<file path="config.mk">
export PLATFORM = sky130hd
export DESIGN_NAME = moore_overlapping
export DESIGN_NICKNAME = d
export VERILOG_FILES = /design/src/rtl/moore_overlapping_pkg.sv /design/src/rtl/moore_overlapping.sv
export SDC_FILE = /design/constraint.sdc
export NUM_CORES = 1
export LEC_CHECK = 0
export BUFFER_PORTS_ARGS = -buffer_cell sky130_fd_sc_hd__buf_2
export CAP_MARGIN = 0
export CORE_AREA = 2 2 39 41
export CTS_BUF_LIST = sky130_fd_sc_hd__clkbuf_2
export DETAILED_ROUTE_END_ITERATION = 10
export DIE_AREA = 0 0 41 43
export PLACE_DENSITY = 0.39
export SETUP_SLACK_MARGIN = 0.4
export SYNTH_ARGS = -nofsm -noshare
export SYNTH_HDL_FRONTEND = slang
export SYNTH_SLANG_ARGS = --single-unit
</file>
<file path="constraint.sdc">
create_clock -name clk -period 1.4 [get_ports clk]
set_clock_uncertainty 0.1 [all_clocks]
set_input_delay 0.28 -clock clk [delete_from_list [all_inputs] [get_ports clk]]
set_output_delay 0.28 -clock clk [all_outputs]
set_load 0.1 [all_outputs]
</file>
<file path="src/rtl/moore_overlapping_pkg.sv">
// Shared definitions for the 1011 overlapping Moore detector: state encoding,
// the fixed pattern, and the next-state rule.
package moore_overlapping_pkg;
  localparam int STATE_W = 3;
  localparam logic [3:0] PATTERN = 4'b1011;

  typedef enum logic [STATE_W-1:0] {
    S0 = 3'd0,  // nothing matched
    S1 = 3'd1,  // "1"
    S2 = 3'd2,  // "10"
    S3 = 3'd3,  // "101"
    S4 = 3'd4   // "1011" matched
  } state_t;

  // On a mismatch, fall back to the longest pattern prefix that is still a
  // suffix of the bits seen so far. Encodings 5-7 recover to S0.
  function automatic state_t next_state(input state_t s, input logic x);
    state_t ns;
    ns = S0;
    case (s)
      S0:      ns = (x == PATTERN[3]) ? S1 : S0;
      S1:      ns = (x == PATTERN[2]) ? S2 : S1;
      S2:      ns = (x == PATTERN[1]) ? S3 : S0;
      S3:      ns = (x == PATTERN[0]) ? S4 : S2;
      S4:      ns = x ? S1 : S2;
      default: ns = S0;
    endcase
    return ns;
  endfunction
endpackage

</file>
<file path="src/rtl/moore_overlapping.sv">
// Moore serial detector for 1011 with overlap; y is a registered flag that is
// high exactly while the FSM sits in S4.
module moore_overlapping
  import moore_overlapping_pkg::*;
(
  input  logic clk,
  input  logic reset,
  input  logic x,
  output logic y
);
  state_t state_q, state_d;
  logic   y_q;

  always_comb begin
    state_d = next_state(state_q, x);
  end

  // y_q tracks (state_q == S4) without any path from x.
  always_ff @(posedge clk or posedge reset) begin
    if (reset) begin
      state_q <= S0;
      y_q     <= 1'b0;
    end else begin
      state_q <= state_d;
      y_q     <= (state_d == S4);
    end
  end

  assign y = y_q;
endmodule

</file>
# Word-level counts from Yosys, hierarchy flattened
# Cells that the tools add are included.
# totals
in_bits	3
output_inout_bits	1
regBits	4
# classes
muxes	5
n_reduce_logical	2
eq_ne	5
# op_table
operator	count
3-bit one-hot mux with 4 select lines	1
3-bit by 2-bit equality test with 1-bit output, second input constant	2
3-bit equality test, second input constant	2
2-bit 2-to-1 mux	2
3-bit by 1-bit equality test with 1-bit output, second input constant	1
3-bit zero test	1
3-bit 2-to-1 mux	1
2-bit OR reduction	1
1-bit 2-to-1 mux	1

# Logic depth before layout (Yosys ltp)
# depth
word_depth	4
mapped_depth	2
mapped_depth_nobuf	2

# Worst setup path before layout
# Ideal clock, no wire load.
# synth_path
kind	flip-flop to output port
startpoint	register y_q, in the netlist y
endpoint	output port y
stages_incl_launch_ff	1
required_time_ns	1.020
arrival_ns	0.883
path_slack_ns	0.137
path_cell_list	dfrtp_1
# synth_rtl
element	line	rtl
start: declaration	moore_overlapping.sv:12	logic y_q;
start signal: assignment	moore_overlapping.sv:25	y_q <= (state_d == S4);
end: declaration	moore_overlapping.sv:9	output logic y
# No word-level cell between the ends.

# Worst setup path in the final report
# layout_path
startpoint	register y_q, in the netlist y
endpoint	output port y
# No word-level cell between the ends.

==> results by group <==
Final layout
  • Area Overhead vs Synth: 67.86%
  • Layout Nets: 29
  • Layout cells sized above 1: 56.00%
  • Fill cells: roughly 150
  • N_diodes: 0

Power
  • VDD IR-drop max: about 0.22 mV
  • Power, Total: approximately 0.00032 W
  • PD cells: roughly 1100 nW/um2
  • Leak: 0.1375 nW

Logic synthesis
  • Syn nets: 17
  • Library cells used by synthesis: 10
  • #FFs+latches synth: 4
  • Seq/Total Area, Yosys: 57.14%
  • Mean post-synth cell area: between 10 and 15 um2
  • Ys Warns: 0
  • Synth Instances: 14
  • Mapped cell area: ~180 um2

GRT
  • Vias in the first global route: ~140
  • Initial antenna violation count: 0
  • Largest net degree at the start of global routing: 7
  • GR Overflow Total: 0
  • First-pass GRT wire length: about 600 um
  • Total track usage: between 6 and 7%

STA
  • RSZ-0062 raised after global routing: true
  • Normalized max-slew margin: 83.34%
  • Final setup fails: 0
  • Fin. Hold Viols: 0
  • Fmax: 850.9 MHz
  • Slew Viols, Final: 0
  • Setup TNS: 0 ns
  • Worst-Margin Slew: 0.2464 ns
  • Tmin final: about 1.2 ns
  • Crit share post-route: 83.94%

Clocking
  • Clk Latency, worst-skew pair: roughly 0.22 ns
  • Deepest clock path buffer count: 2
  • Inserted Clock Buffers: 3
  • CTS tree: done
  • Root Driver: clkbuf_2
  • Clock transition at path regs: about 0.050 ns
  • # clock sinks: 4
  • H-tree levels: 1

Worst hold path
  • Hold/Removal Path Class: in2reg

Die
  • Num ports: 4
  • Starting Density: about 13%
  • Die Y: about 43 um
  • Horiz. Die Dim: ~41 um
  • Die footprint: about 1800 um2
  • Core area: around 1400 um2
  • Row count: 14

Worst setup path
  • Critical path buffer and inverter count: 1
  • Kind of critical path: reg2out
  • CP Launch Type: register
  • Max stage delay on crit path: roughly 0.4 ns
  • Critical-path top delay cell: dfrtp_2
  • Worst Path Max Fanout: 1
  • WP data arrival: ~0.8 ns
  • Data required, critical path: around 1.0 ns
  • Cell chain of the critical path: buf_12
  • Crit end category: output pin
  • Critical path's top delay family: flip-flops

Routing
  • Drc violations: 0
  • Via/cell ratio: roughly 3.8
  • Routed via count: between 150 and 200
  • Starting DRT DRC Count: 0
  • DRT antenna net count: 0
  • Drt first pass iters: 1
  • Total wire length: 380 um
  • WL/cell: about 9 um

Placed design
  • I/O Buffers: 3
  • Routability congestion estimate: 0.5026

Outcome
  • Outcome: finished, final reports clean

Flow run
  • Max-Cap Viols: 0
## cell usage after synthesis, drive strengths merged
library cell	instances	share of area, %
dfrtp	4	57
nor4bb	1	5.7
or3	1	3.6
and4b	2	13
nor2	1	2.1
nor4b	1	5.0
inv	1	2.1
a21oi	1	2.9
o21a	1	4.3
nor3b	1	4.3
## worst register-to-register path, stage by stage, from the launching register on
cell	delay, ns
dfrtp_1	0.42
nor4bb_1	0.14
or3_1	0.33
## flip-flops by register name, summed over array words and instances (netlist names)
name / cells
y: 1
state_q: 3
## where the power goes
group          total (W)  internal [W]  switching, W
Combinational  0.0000546     0.0000297     0.0000249
Clock           0.000126     0.0000753     0.0000511
Sequential      0.000135      0.000125     0.0000105
## stage by stage
step | area [um2] | hold WS [ns] | utilization (%) | instances | worst slack, ns
2_1_floorplan | 176.4 | -0.05399 | - | 14 | 0.2794
3_3_place_gp | 226.5 | 0.05989 | 16.37 | 33 | 0.2371
3_5_place_dp | 226.5 | 0.06465 | 16.37 | 33 | 0.2262
4_1_cts | 279.0 | 0.2338 | 20.16 | 41 | 0.2126
5_1_grt | 294.0 | 0.2244 | 21.25 | 41 | 0.1819
6_report | 294.0 | 0.2401 | 21.25 | 41 | 0.2248
## worst paths after layout
check	slack, ns	startpoint	end	cells after the start
max	0.22	y	y	1
min	0.24	x	state_q[0]	2
max reg2reg	0.28	state_q[1]	state_q[1]	2
min reg2reg	0.55	state_q[1]	state_q[0]	2
max in group asynchronous	0.66	reset	y	3
min in group asynchronous	0.38	reset	state_q[0]	3
## cell usage in the layout (no fill, tap or decap), drive strengths merged
cell / n
dlygate4sd3: 1
or3: 1
a21oi: 1
nor4b: 1
nor2: 1
and4b: 2
nor4bb: 1
clkbuf: 4
inv: 1
dfrtp: 4
buf: 6
nor3b: 1
o21a: 1
## final cells by class
type / count / area [um2] / share of cell area, %
clock buffer: 4 / 20.02 / 6.809
inverter: 1 / 3.754 / 1.277
multi-input combinational: 9 / 75.07 / 25.53
sequential: 4 / 101.3 / 34.47
tap: 16 / 20.02 / 6.809
timing repair buffer: 7 / 73.82 / 25.11
## per-layer routing
metal	global-route usage [%]	up-vias	wire length, um
met5	0	-	0
met4	12.00	0	34
met1	4.870	69	129
li1	-	76	-
met3	4.712	4	36
met2	7.500	6	180
## logic make-up after synthesis
| kind of cell | count (synthesis) | share of synthesized area, % |
|---|---|---|
| AOI/OAI and AO/OA | 2 | 7.142 |
| buffers and inverters | 1 | 2.141 |
| DFF | 4 | 57.15 |
| and+or+nand+nor | 7 | 33.57 |
## timing repair
item / in CTS / in global routing
resized for setup: 0 / 4
buffers inserted: 3 / 0
endpoints found under the hold margin: 4 / 0
pin swaps: 0 / 3
hold buffers: 1 / 0
endpoints found under the setup margin: 2 / 5
Note: power is estimated with default switching activity, not from simulation.
